### config.mk
export PLATFORM = sky130hd
export DESIGN_NAME = ps2_host_tx
export DESIGN_NICKNAME = d
export VERILOG_FILES = /design/src/rtl/ps2_pkg.sv /design/src/rtl/ps2_sync_edge.sv /design/src/rtl/ps2_host_tx.sv
export SDC_FILE = /design/constraint.sdc
export NUM_CORES = 1
export LEC_CHECK = 0
export CAP_MARGIN = 10
export CORE_ASPECT_RATIO = 0.9
export CORE_MARGIN = 2
export CORE_UTILIZATION = 50
export DETAILED_ROUTE_END_ITERATION = 16
export GPL_TIMING_DRIVEN = 0
export PLACE_DENSITY = 0.74
export RECOVER_POWER = 100
export SYNTH_ARGS = -nofsm -noshare
export SYNTH_HDL_FRONTEND = slang
export SYNTH_SLANG_ARGS = --single-unit
### constraint.sdc
create_clock -name clk -period 2.6 [get_ports clk]
set_input_delay 0.52 -clock clk [delete_from_list [all_inputs] [get_ports clk]]
set_output_delay 0.52 -clock clk [all_outputs]
set_load 0.01 [all_outputs]
### src/rtl/ps2_pkg.sv
// ps2_pkg: shared definitions for the PS/2 host transmitter and receiver.
//   ps2_state_t          - host transmit FSM states
//   PS2_INHIBIT_CYCLES   - default clock-inhibit length (100 us @ 50 MHz)
//   PS2_TIMEOUT_CYCLES   - default max gap between device clock falls (15 ms @ 50 MHz)
//   PS2_FRAME_BITS       - bits presented by the host after the start bit
//   ps2_odd_parity       - odd parity of a byte
//   ps2_frame_bit        - bit k of the post-start frame (data LSB first, parity, stop)
package ps2_pkg;

  typedef enum logic [2:0] {
    IDLE      = 3'd0,
    INHIBIT   = 3'd1,
    START     = 3'd2,
    SEND      = 3'd3,
    ACK       = 3'd4,
    WAIT_IDLE = 3'd5
  } ps2_state_t;

  localparam int PS2_INHIBIT_CYCLES = 5000;
  localparam int PS2_TIMEOUT_CYCLES = 750000;
  localparam int PS2_FRAME_BITS     = 10;

  function automatic logic ps2_odd_parity(input logic [7:0] b);
    return ~^b;
  endfunction

  // k 0..7 data (LSB first), k 8 parity, k 9 stop (always 1).
  function automatic logic ps2_frame_bit(input logic [7:0] b, input logic par,
                                         input logic [3:0] k);
    if (k < 4'd8) begin
      return b[k[2:0]];
    end else if (k == 4'd8) begin
      return par;
    end else begin
      return 1'b1;
    end
  endfunction

endpackage

### src/rtl/ps2_sync_edge.sv
// ps2_sync_edge: 2-flop synchronizer for the PS/2 clock and data pins plus a
// falling-edge detector on the synchronized clock.
//   clk, reset     - system clock, synchronous active-high reset
//   ps2_clk_in     - raw PS/2 clock pin (asynchronous)
//   ps2_data_in    - raw PS/2 data pin (asynchronous)
//   clk_sync       - synchronized PS/2 clock
//   data_sync      - synchronized PS/2 data
//   fall           - one-cycle pulse when clk_sync goes 1->0
module ps2_sync_edge (
  input  logic clk,
  input  logic reset,
  input  logic ps2_clk_in,
  input  logic ps2_data_in,
  output logic clk_sync,
  output logic data_sync,
  output logic fall
);

  logic clk_s1, clk_s2, clk_s3;
  logic data_s1, data_s2;

  // Idle PS/2 lines are high, so the flops reset to 1 to avoid a false fall.
  always_ff @(posedge clk) begin
    if (reset) begin
      clk_s1  <= 1'b1;
      clk_s2  <= 1'b1;
      clk_s3  <= 1'b1;
      data_s1 <= 1'b1;
      data_s2 <= 1'b1;
    end else begin
      clk_s1  <= ps2_clk_in;
      clk_s2  <= clk_s1;
      clk_s3  <= clk_s2;
      data_s1 <= ps2_data_in;
      data_s2 <= data_s1;
    end
  end

  assign clk_sync  = clk_s2;
  assign data_sync = data_s2;
  // Combinational so that the consumer's register adds the third cycle.
  assign fall      = clk_s3 & ~clk_s2;

endmodule

### src/rtl/ps2_host_tx.sv
// ps2_host_tx: host-to-device PS/2 transmitter (request-to-send sequence).
//   clk, reset   - system clock, synchronous active-high reset
//   tx_data      - command byte, sampled on tx_valid & tx_ready
//   tx_valid     - request to send
//   tx_ready     - high only in IDLE (decoded from state)
//   ps2_clk_in   - raw PS/2 clock pin
//   ps2_data_in  - raw PS/2 data pin
//   ps2_clk_oe   - 1 pulls the PS/2 clock low
//   ps2_data_oe  - 1 pulls the PS/2 data low
//   busy         - high in every state except IDLE
//   done         - one-cycle pulse on device ACK
//   err          - one-cycle pulse on NACK or watchdog timeout
//   dbg_state    - current FSM state
//
// Handshake: a byte transfers on a rising clk edge where tx_valid and
// tx_ready are both high; tx_valid while tx_ready is low is dropped, not queued.
module ps2_host_tx
  import ps2_pkg::*;
#(
  parameter int INHIBIT_CYCLES = PS2_INHIBIT_CYCLES,
  parameter int TIMEOUT_CYCLES = PS2_TIMEOUT_CYCLES
) (
  input  logic       clk,
  input  logic       reset,
  input  logic [7:0] tx_data,
  input  logic       tx_valid,
  output logic       tx_ready,
  input  logic       ps2_clk_in,
  input  logic       ps2_data_in,
  output logic       ps2_clk_oe,
  output logic       ps2_data_oe,
  output logic       busy,
  output logic       done,
  output logic       err,
  output logic [2:0] dbg_state
);

  // One counter serves both the inhibit delay and the watchdog.
  localparam int CNT_MAX = (INHIBIT_CYCLES > TIMEOUT_CYCLES) ? INHIBIT_CYCLES : TIMEOUT_CYCLES;
  localparam int CNT_W   = (CNT_MAX > 1) ? $clog2(CNT_MAX) : 1;

  ps2_state_t state_q, state_n;
  logic [CNT_W-1:0] cnt_q, cnt_n;
  logic [3:0] bit_q, bit_n;
  logic [7:0] byte_q, byte_n;
  logic par_q, par_n;

  logic clk_oe_n, data_oe_n, busy_n, done_n, err_n;

  logic clk_sync, data_sync, fall;
  logic accept, inhibit_end, in_watch, line_idle, idle_ok, wd_expire, nack;

  ps2_sync_edge u_sync (
    .clk         (clk),
    .reset       (reset),
    .ps2_clk_in  (ps2_clk_in),
    .ps2_data_in (ps2_data_in),
    .clk_sync    (clk_sync),
    .data_sync   (data_sync),
    .fall        (fall)
  );

  assign tx_ready    = (state_q == IDLE);
  assign dbg_state   = state_q;
  assign accept      = tx_valid & tx_ready;
  assign inhibit_end = (state_q == INHIBIT) && (cnt_q == CNT_W'(INHIBIT_CYCLES - 1));
  assign in_watch    = (state_q == SEND) || (state_q == ACK) || (state_q == WAIT_IDLE);
  assign line_idle   = clk_sync & data_sync;
  assign idle_ok     = (state_q == WAIT_IDLE) && line_idle;
  // A fall reloads the watchdog and an idle bus completes the frame, so
  // either one overrides an expiry in the same cycle; done and err stay exclusive.
  assign wd_expire   = in_watch && !fall && !idle_ok &&
                       (cnt_q == CNT_W'(TIMEOUT_CYCLES - 1));
  assign nack        = (state_q == ACK) && fall && data_sync;

  // State register (plus datapath and registered outputs)
  always_ff @(posedge clk) begin
    if (reset) begin
      state_q     <= IDLE;
      cnt_q       <= '0;
      bit_q       <= '0;
      byte_q      <= '0;
      par_q       <= 1'b0;
      ps2_clk_oe  <= 1'b0;
      ps2_data_oe <= 1'b0;
      busy        <= 1'b0;
      done        <= 1'b0;
      err         <= 1'b0;
    end else begin
      state_q     <= state_n;
      cnt_q       <= cnt_n;
      bit_q       <= bit_n;
      byte_q      <= byte_n;
      par_q       <= par_n;
      ps2_clk_oe  <= clk_oe_n;
      ps2_data_oe <= data_oe_n;
      busy        <= busy_n;
      done        <= done_n;
      err         <= err_n;
    end
  end

  // Next-state and datapath
  always_comb begin
    state_n = state_q;
    cnt_n   = cnt_q + CNT_W'(1);
    bit_n   = bit_q;
    byte_n  = byte_q;
    par_n   = par_q;
    unique case (state_q)
      IDLE: begin
        cnt_n = '0;
        if (accept) begin
          byte_n  = tx_data;
          par_n   = ps2_odd_parity(tx_data);
          bit_n   = '0;
          state_n = INHIBIT;
        end
      end
      INHIBIT: begin
        if (inhibit_end) begin
          cnt_n   = '0;
          state_n = START;
        end
      end
      START: begin
        cnt_n   = '0;
        state_n = SEND;
      end
      SEND: begin
        if (fall) begin
          cnt_n = '0;
          bit_n = bit_q + 4'd1;
          if (bit_q == 4'(PS2_FRAME_BITS - 1)) begin
            state_n = ACK;
          end
        end else if (wd_expire) begin
          state_n = IDLE;
        end
      end
      ACK: begin
        if (fall) begin
          cnt_n   = '0;
          state_n = data_sync ? IDLE : WAIT_IDLE;
        end else if (wd_expire) begin
          state_n = IDLE;
        end
      end
      WAIT_IDLE: begin
        if (line_idle) begin
          state_n = IDLE;
        end else if (fall) begin
          cnt_n = '0;
        end else if (wd_expire) begin
          state_n = IDLE;
        end
      end
      default: begin
        state_n = IDLE;
        cnt_n   = '0;
      end
    endcase
  end

  // Output decode; values are registered in the state-register block.
  always_comb begin
    clk_oe_n  = (state_n == INHIBIT) || (state_n == START);
    busy_n    = (state_n != IDLE);
    done_n    = idle_ok;
    err_n     = nack || wd_expire;
    data_oe_n = 1'b0;
    unique case (state_n)
      START: data_oe_n = 1'b1;
      // Start bit stays driven until the first fall; each fall presents bit k.
      SEND:  data_oe_n = (state_q == SEND && fall) ? ~ps2_frame_bit(byte_q, par_q, bit_q)
                                                   : ps2_data_oe;
      default: data_oe_n = 1'b0;
    endcase
  end

endmodule
Word level (Yosys, flattened, before mapping)
Index checks and enable logic that the tools add are counted.
- input bits: 13
- word-level logic and storage cells: 84
- output and inout port bits: 9
- bits in registers: 46
- $lt $le $gt $ge: 2
- equal/unequal tests: 15
- mux-type cells: 24
- add/subtract/negate cells: 2
- reductions and logical operators: 21
- bitwise operators: 5
- operator list (operator ; count):
    20-bit two-way mux ; 3
    20-bit case mux with 3 select lines ; 1
    3-bit two-way mux ; 9
    20-bit by 1-bit adder with 20-bit output (second input constant) ; 1
    20-bit by 13-bit equality test with 1-bit output (second input constant) ; 1
    20-bit equality test (second input constant) ; 1
    3-bit case mux with 6 select lines ; 1
    3-bit by 2-bit equality test with 1-bit output (second input constant) ; 4
    4-bit equality test (second input constant) ; 2
    1-bit logical AND ; 8
    4-bit two-way mux ; 2
    4-bit case mux with 2 select lines ; 1
    8-bit XNOR reduction ; 1
    3-bit by 1-bit equality test with 1-bit output (second input constant) ; 2
    3-bit equality test (second input constant) ; 2
    1-bit two-way mux ; 5
    4-bit by 1-bit adder with 4-bit output (second input constant) ; 1
    1-bit logical OR ; 4
    3-bit by 4-bit < comparator with 1-bit output (second input constant) ; 1
    4-bit < comparator (second input constant) ; 1
    2-bit != test (second input constant) ; 2
    1-bit bitwise AND ; 3
    1-bit binary-select mux with 3-bit select ; 1
    3-bit zero test ; 1
    9 further kinds ; 11

Depth between registers and ports, before layout
Gate-level depths: netlist of run 1.
- depth in word-level cells: 15
- depth in mapped cells: 8
- gate-level depth less buffers: 8

Cells and area by module
A second synthesis of run 1 with hierarchy kept.
- cell total of the unflattened synthesis: 240
- area, all modules: 2199.6 um^2
- modules (own cells, without submodules) (module ; area each (um^2) ; cells an instance ; times used ; sequential area each (um^2)):
    ps2_host_tx ; 2062.0 ; 229 ; 1 ; 820.8
    ps2_sync_edge ; 137.6 ; 11 ; 1 ; 100.1

Worst setup path before layout of run 1
OpenSTA, ideal clock, no wires.
- path type: reg-to-reg
- start point: register cnt_q[0]
- end point: register busy
- data arrival time: 1807 ps
- path slack: 666 ps
- buffers on the path: 1
- clock period less this slack: 1934 ps
- library setup time: 127 ps
- required time: 2473 ps
- cell stages (with the launch flop): 8
- path through: dfxtp_1 -> ha_1 -> and3_1 -> buf_2 -> and4_1 -> o2111ai_1 -> nor3b_1 -> or3_1
- longest elaborated chain between the ends: 7
- elaborated cells on any way between the ends: 12
- those cells by class: eq/ne (2); mux (7); reduce/logical (3)
- RTL lines (what ; RTL line ; RTL):
    from (decl) ; ps2_host_tx.sv:43 ; logic [CNT_W-1:0] cnt_q, cnt_n;
    from (signal assigned) ; ps2_host_tx.sv:91 ; cnt_q <= cnt_n;
    20-bit equality test ; ps2_host_tx.sv:73 ; (cnt_q == CNT_W'(TIMEOUT_CYCLES - 1));
    1-bit logical AND ; ps2_host_tx.sv:72 ; assign wd_expire = in_watch && !fall && !idle_ok &&
    3-bit two-way mux ; ps2_host_tx.sv:137, ps2_host_tx.sv:145, ps2_host_tx.sv:154 ;
    3-bit two-way mux ; ps2_host_tx.sv:152 ; end else if (fall) begin
    3-bit two-way mux ; ps2_host_tx.sv:150 ; if (line_idle) begin
    3-bit case mux with 6 select lines * ; ps2_host_tx.sv:110 ; unique case (state_q)
    3-bit nonzero test * ; ps2_host_tx.sv:168 ; busy_n = (state_n != IDLE);
    to (signal assigned) ; ps2_host_tx.sv:97 ; busy <= busy_n;
    to (decl) ; ps2_host_tx.sv:32 ; output logic busy,
Mark *: on every way between the ends. The rest lies on a longest branch, timed or not.
A chain may end at the register's enable or synchronous reset.

Worst setup path after layout of run 1
- start point: register cnt_q[14]
- end point: register cnt_q[4]
- longest elaborated chain between the ends: 4
- RTL lines (what ; RTL line ; RTL):
    20-bit by 13-bit equality test with 1-bit output ; ps2_host_tx.sv:66 ; assign inhibit_end = (state_q == INHIBIT) && (cnt_q == CNT_W'(INHIBIT_CYCLES - 1));
    1-bit logical AND ; ps2_host_tx.sv:66 ;
    20-bit two-way mux ; ps2_host_tx.sv:121 ; if (inhibit_end) begin
    20-bit case mux with 3 select lines ; ps2_host_tx.sv:110 ;
No other way between the ends.

==> results of run 1 <==
## registers in the layout, indices dropped and copies added (netlist names), 3 cells and up
signal / flops
bit_q: 4
byte_q: 8
cnt_q: 20
dbg_state: 3
## area by class of cell
class | instances | area [um2] | share of cell area
sequential | 46 | 921 | 0.353
buffer | 9 | 50.0 | 0.0192
clock buffer | 5 | 68.8 | 0.0264
multi-input combinational | 191 | 1220 | 0.466
inverter | 6 | 22.5 | 0.00862
clock inverter | 3 | 45.0 | 0.0172
timing repair buffer | 21 | 210 | 0.0805
tap | 62 | 77.6 | 0.0297
## worst register-to-register path, stage by stage (launching register included)
cell	delay (ns)
dfxtp_1	0.38
or4_4	0.57
nor3_4	0.21
nand2_2	0.10
a221oi_2	0.23
a211o_2	0.15
clkbuf_1	0.54
nor2_2	0.08
## routing by layer
layer	GRT usage	vias to the layer above	share of wire
met4	0.0670	0	0.016
li1	-	913	-
met5	0	-	0
met2	0.262	34	0.42
met1	0.274	804	0.52
met3	0.0493	7	0.041
## metrics by stage
step	utilization	hold WS, ns	instance area, um2	total power [uW]	cells
2_1_floorplan	-	0.389	2240	834	252
3_3_place_gp	0.579	0.392	2530	883	335
3_5_place_dp	0.579	0.393	2530	885	335
4_1_cts	0.605	0.414	2650	1420	343
5_1_grt	0.597	0.426	2610	1450	343
6_report	0.597	0.414	2610	1400	343
## worst max-delay path by stage
stage | start | endpoint | slack [ns] | cells after the start
2_1_floorplan | cnt_q[0] | busy | 0.67 | 7
3_5_place_dp | cnt_q[0] | busy | 0.48 | 7
6_report | cnt_q[14] | cnt_q[4] | 0.21 | 7
3_3_place_gp | cnt_q[0] | busy | 0.48 | 7
4_1_cts | dbg_state[1] | tx_ready | 0.33 | 3
5_1_grt | cnt_q[14] | cnt_q[4] | 0.1 | 7
## cells by family (layout without fill, tap and decap cells)
family / after synthesis / count (layout) / synth area share
buf+inv: 15 / 44 / 0.0424
flops: 46 / 46 / 0.410
fa+ha+maj: 4 / 4 / 0.0223
xor+xnor: 27 / 27 / 0.105
compound gates: 32 / 32 / 0.0965
mux: 2 / 2 / 0.0201
simple gates: 126 / 126 / 0.303
## placed cells by master, fill, tap and decap left out, drive strengths merged, types with 3 or more instances in the layout
cell type      netlist  final
a21oi               16     16
a31oi                3      3
and3                 7      7
buf                  6      3
clkbuf               3     11
clkdlybuf4s50        0     12
dfxtp               46     46
dlygate4sd3          0      9
ha                   4      4
inv                  6      6
nand2               34     34
nand2b               3      3
nand3                9      9
nand4                5      5
nor2                36     36
nor2b                3      3
nor3                11     11
o21ai                4      4
or2                  5      5
xnor2               17     17
xor2                10     10
## power by group
part           switching [uW]  total (uW)  internal, uW
logic                    66.5         128          61.5
clock network             253         539           286
registers                9.01         732           723
==> flow_summary_export.csv, run 1 <==
group,metric,value,unit
final_layout,nets,297,
hold_path,hold_end,"u_sync.data_sync",
setup_path,worstSetupStartpointType,"flop",
timing,rsz0062_at_grt,"no",
timing,finalSetupViolations,0,
global_route,grt_usage,0.187,
timing,slew_headroom,0.530,
setup_path,cp-end-kind,"flop",
drt,dr.first_iter.drc_count,89,
clocking,cts-root-buf,"clkbuf_8",
setup_path,slowest_stage,"or4_4",
clocking,cts_tree,"yes",
floorplan,die-area,0.00504,mm2
drt,drt_pass1_iterations,4,
setup_path,crit_required,2.77,ns
logic_synthesis,synth.top_cell.area_share,0.410,
clocking,cts.path.max_buffers,2,
pwr,vdd_drop_max,0.328,mV
drt,wl_per_cell,12.3,um
logic_synthesis,yosysMostFrequentCell,"dfxtp_1",
clocking,cts-resized-gates,0,
clocking,path_clk_slew,0.09,ns
global_route,first_global_vias,1528,
final_layout,fillCellCount,415,
drt,avgViaCountPerCell,5.13,
run,maxCapViolations,0,
clocking,hold_buffers,0,
logic_synthesis,synthArstFlopShare,0,
placed_design,place.gp.congestion,0.865,
clocking,h-tree-depth,2,
drt,final_antenna_net_count,0,
clocking,cts_setup_buffers,0,
logic_synthesis,yosysTopAreaCell,"dfxtp_1",
final_layout,drive_gt1_frac,0.171,
outcome,status,"complete, no violations",
timing,setup_ws,0.206,ns
placed_design,hpwl,3030,um
logic_synthesis,synth_warnings,0,
timing,finalMaxSlewViolations,0,
timing,hold_viol,0,
setup_path,worstPathMaxFanout,10,
setup_path,slowest_delay,0.57,ns
logic_synthesis,synth_area,0.00224,mm2
timing,fin_worst_skew,0.00817,ns
floorplan,die_x,74.6,um
timing,post-route-period-util,0.921,
pwr,p_per_area,535,mW/mm2
drt,vias,1758,
logic_synthesis,ys_ff_latch,46,
clocking,cts_made_buffers,5,
drt,wirelength,4210,um
hold_path,hp-start,"u_sync.data_s1",
setup_path,crit_buf_inv,1,
logic_synthesis,synthCells,252,
setup_path,cp.arrival,2.57,ns
global_route,antenna_found_initial,0,
timing,worst_pin_slew,0.706,ns
timing,finalSetupTns,0,ns
logic_synthesis,synth-main-ff-cell,"dfxtp_1",
floorplan,core,0.00437,mm2
drt,drc,0,
setup_path,crit_chain,"or4_4 > nor3_4 > nand2_2 > a221oi_2 > a211o_2 > clkbuf_1 > nor2_2",
logic_synthesis,synthTopCellsByArea,"dfxtp_1, xnor2_1, nor2_2",
placed_design,numPortBuffers,21,
global_route,grt_start_max_net_pins,16,
setup_path,setup.worst_path.class,"reg -> reg",
timing,fmax,0.418,GHz
setup_path,r2r_cells,7,
setup_path,critical-path-top-delay-family,"simple AND/OR/NAND/NOR gates",
logic_synthesis,synth_common_cells,"dfxtp_1, nand2_1, nor2_2",
global_route,grt_pass1_wl,7140,um
setup_path,r2r-end,"cnt_q[4]",
hold_path,hp-class,"reg -> reg",
final_layout,area_growth,16.4,%
floorplan,num_io_pins,22,
logic_synthesis,synth_edf_count,0,
logic_synthesis,synth_area_per_cell,8.90,um2
setup_path,reg2reg_slack,0.21,ns
pwr,p_leak,0.000882,uW
hold_path,hold_depth,1,
floorplan,initial_utilization,0.513,
floorplan,rows,23,
logic_synthesis,yosysUniqueCellTypes,44,
placed_design,place_ws,0.476,ns
logic_synthesis,seq_area_frac_synth,0.410,
floorplan,fp.dieH,67.5,um
timing,finalCriticalPeriod,2.39,ns
global_route,gr-total-overflow,0,
logic_synthesis,synthesis.nets,269,
clocking,clock-sinks,46,
setup_path,reg2reg_from,"cnt_q[14]",
final_layout,diodes,0,
clocking,insertion_delay,0.31,ns
(Power assumes the default switching activity.)
==> run 2, diff against run 1 <==
- CORE_UTILIZATION: 50 -> 56
- PLACE_DENSITY: 0.74 -> 0.81
==> flow_summary_export.csv, run 2 (synthesis gave the netlist of run 1 again) <==
group,metric,value,unit
placed_design,place_inst,319,
floorplan,rows,21,
floorplan,core,0.00378,mm2
clocking,hold_buffers,0,
clocking,path_clk_slew,0.08,ns
timing,fmax,0.426,GHz
timing,finalMaxSlewViolations,0,
final_layout,nets,297,
pwr,vdd_drop_max,0.468,mV
drt,wirelength,4460,um
timing,worst_pin_slew,0.465,ns
drt,vias,1811,
hold_path,hp-start,"u_sync.data_s1",
setup_path,crit_chain,"clkbuf_1 > nor3_1 > dlygate4sd3_1",
timing,finalSetupTns,0,ns
setup_path,setup.worst_path.class,"reg -> out",
global_route,antenna_found_initial,0,
clocking,cts_setup_buffers,0,
setup_path,cp-end-kind,"output port",
clocking,h-tree-depth,2,
final_layout,regMostFlops,"cnt_q",
global_route,grt_usage,0.221,
setup_path,cp.arrival,1.83,ns
timing,post-route-period-util,0.903,
placed_design,place.gp.congestion,0.912,
timing,fin_worst_skew,0.00545,ns
floorplan,fp.dieH,64.0,um
global_route,gr-total-overflow,0,
pwr,p_leak,0.000892,uW
clocking,cts-resized-gates,0,
setup_path,worstPathMaxFanout,9,
clocking,cts_tree,"yes",
drt,wl_per_cell,13.7,um
floorplan,num_io_pins,22,
outcome,status,"complete, no violations",
timing,rsz0062_at_grt,"no",
drt,drt_pass1_iterations,4,
drt,avgViaCountPerCell,5.56,
final_layout,reg.largest.list,"cnt_q: 20 flops, byte_q: 8 flops, bit_q: 4 flops",
timing,hold_viol,0,
clocking,cts-root-buf,"clkbuf_8",
hold_path,hp-class,"reg -> reg",
floorplan,die-area,0.00453,mm2
timing,finalCriticalPeriod,2.35,ns
final_layout,largest_reg_flops,20,
hold_path,hold_end,"u_sync.data_sync",
clocking,cts_made_buffers,5,
clocking,cts.path.max_buffers,2,
final_layout,fin_util,0.677,
setup_path,worstSetupStartpointType,"flop",
clocking,insertion_delay,0.30,ns
timing,timing.hold.ws,0.415,ns
timing,finalSetupViolations,0,
global_route,grt_pass1_wl,7930,um
final_layout,drive_gt1_frac,0.150,
hold_path,hold_depth,1,
pwr,p_per_area,544,mW/mm2
floorplan,die_x,70.7,um
clocking,clock-sinks,46,
final_layout,diodes,0,
final_layout,area_growth,14.2,%
timing,slew_headroom,0.690,
run,maxCapViolations,0,
setup_path,slowest_delay,0.66,ns
setup_path,r2r_cells,7,
setup_path,slowest_stage,"dlygate4sd3_1",
floorplan,initial_utilization,0.593,
global_route,first_global_vias,1687,
setup_path,r2r-end,"cnt_q[4]",
placed_design,numPortBuffers,21,
setup_path,reg2reg_from,"cnt_q[14]",
final_layout,final_common_cell,"dfxtp_1",
drt,drc,0,
setup_path,crit_required,2.08,ns
drt,dr.first_iter.drc_count,135,
final_layout,final_cells,326,
final_layout,layout_common_cells,"dfxtp_1, nand2_1, nor2_1",
placed_design,hpwl,3280,um
global_route,grt_start_max_net_pins,14,
drt,final_antenna_net_count,0,
setup_path,reg2reg_slack,0.29,ns
[run 2: where the power goes]
part           total, uW  switching [uW]  internal (uW)  leakage, uW
Combinational        129            68.2           60.8     0.000461
Clock                534             226            307    0.0000573
Sequential           732            9.53            723     0.000374
Total               1390             304           1090     0.000892
[run 2: metal layers]
metal  global-route usage  routed length [um]  vias up
met5                    0                   0        -
li1                     -                   -      908
met4               0.0660                  58        0
met2                0.324                1970       47
met3               0.0521                 189        6
met1                0.322                2250      850
[run 2: critical path, delay by kind of cell, from the launching register on]
family | cells | cell delay (ns)
flops | 1 | 0.32
buf+inv | 2 | 0.87
simple gates | 1 | 0.34
[run 2: final cells by class]
cell class / count / area [um2]
tap: 46 / 57.6
buffer: 9 / 52.6
fill: 342 / 1220
inverter: 6 / 22.5
clock inverter: 1 / 30.0
multi-input combinational: 191 / 1190
timing repair buffer: 21 / 210
clock buffer: 6 / 82.6
sequential: 46 / 921
[run 2: how the worst max path moves through the flow]
| stage | endpoint | slack, ns | startpoint | depth (start not counted) |
|---|---|---|---|---|
| after floorplan | busy | 0.67 | cnt_q[0] | 7 |
| after global placement | busy | 0.48 | cnt_q[0] | 7 |
| after detailed placement | busy | 0.46 | cnt_q[0] | 7 |
| after CTS | tx_ready | 0.36 | dbg_state[1] | 3 |
| after global routing | tx_ready | 0.13 | dbg_state[0] | 3 |
| final | tx_ready | 0.25 | dbg_state[0] | 3 |
[run 2: through the flow]
| step | worst slack (ns) | total power (uW) | instance area (um2) |
|---|---|---|---|
| after floorplan | 0.666 | 834 | 2240 |
| after global placement | 0.482 | 883 | 2510 |
| after detailed placement | 0.461 | 887 | 2510 |
| after CTS | 0.362 | 1410 | 2620 |
| after global routing | 0.126 | 1450 | 2560 |
| final | 0.253 | 1390 | 2560 |
==> run 3, diff against run 2 <==
- CTS_CLUSTER_SIZE: not set -> 40
==> results of run 3 <==
The final DEF is identical to that of run 2; final timing and power are the same.
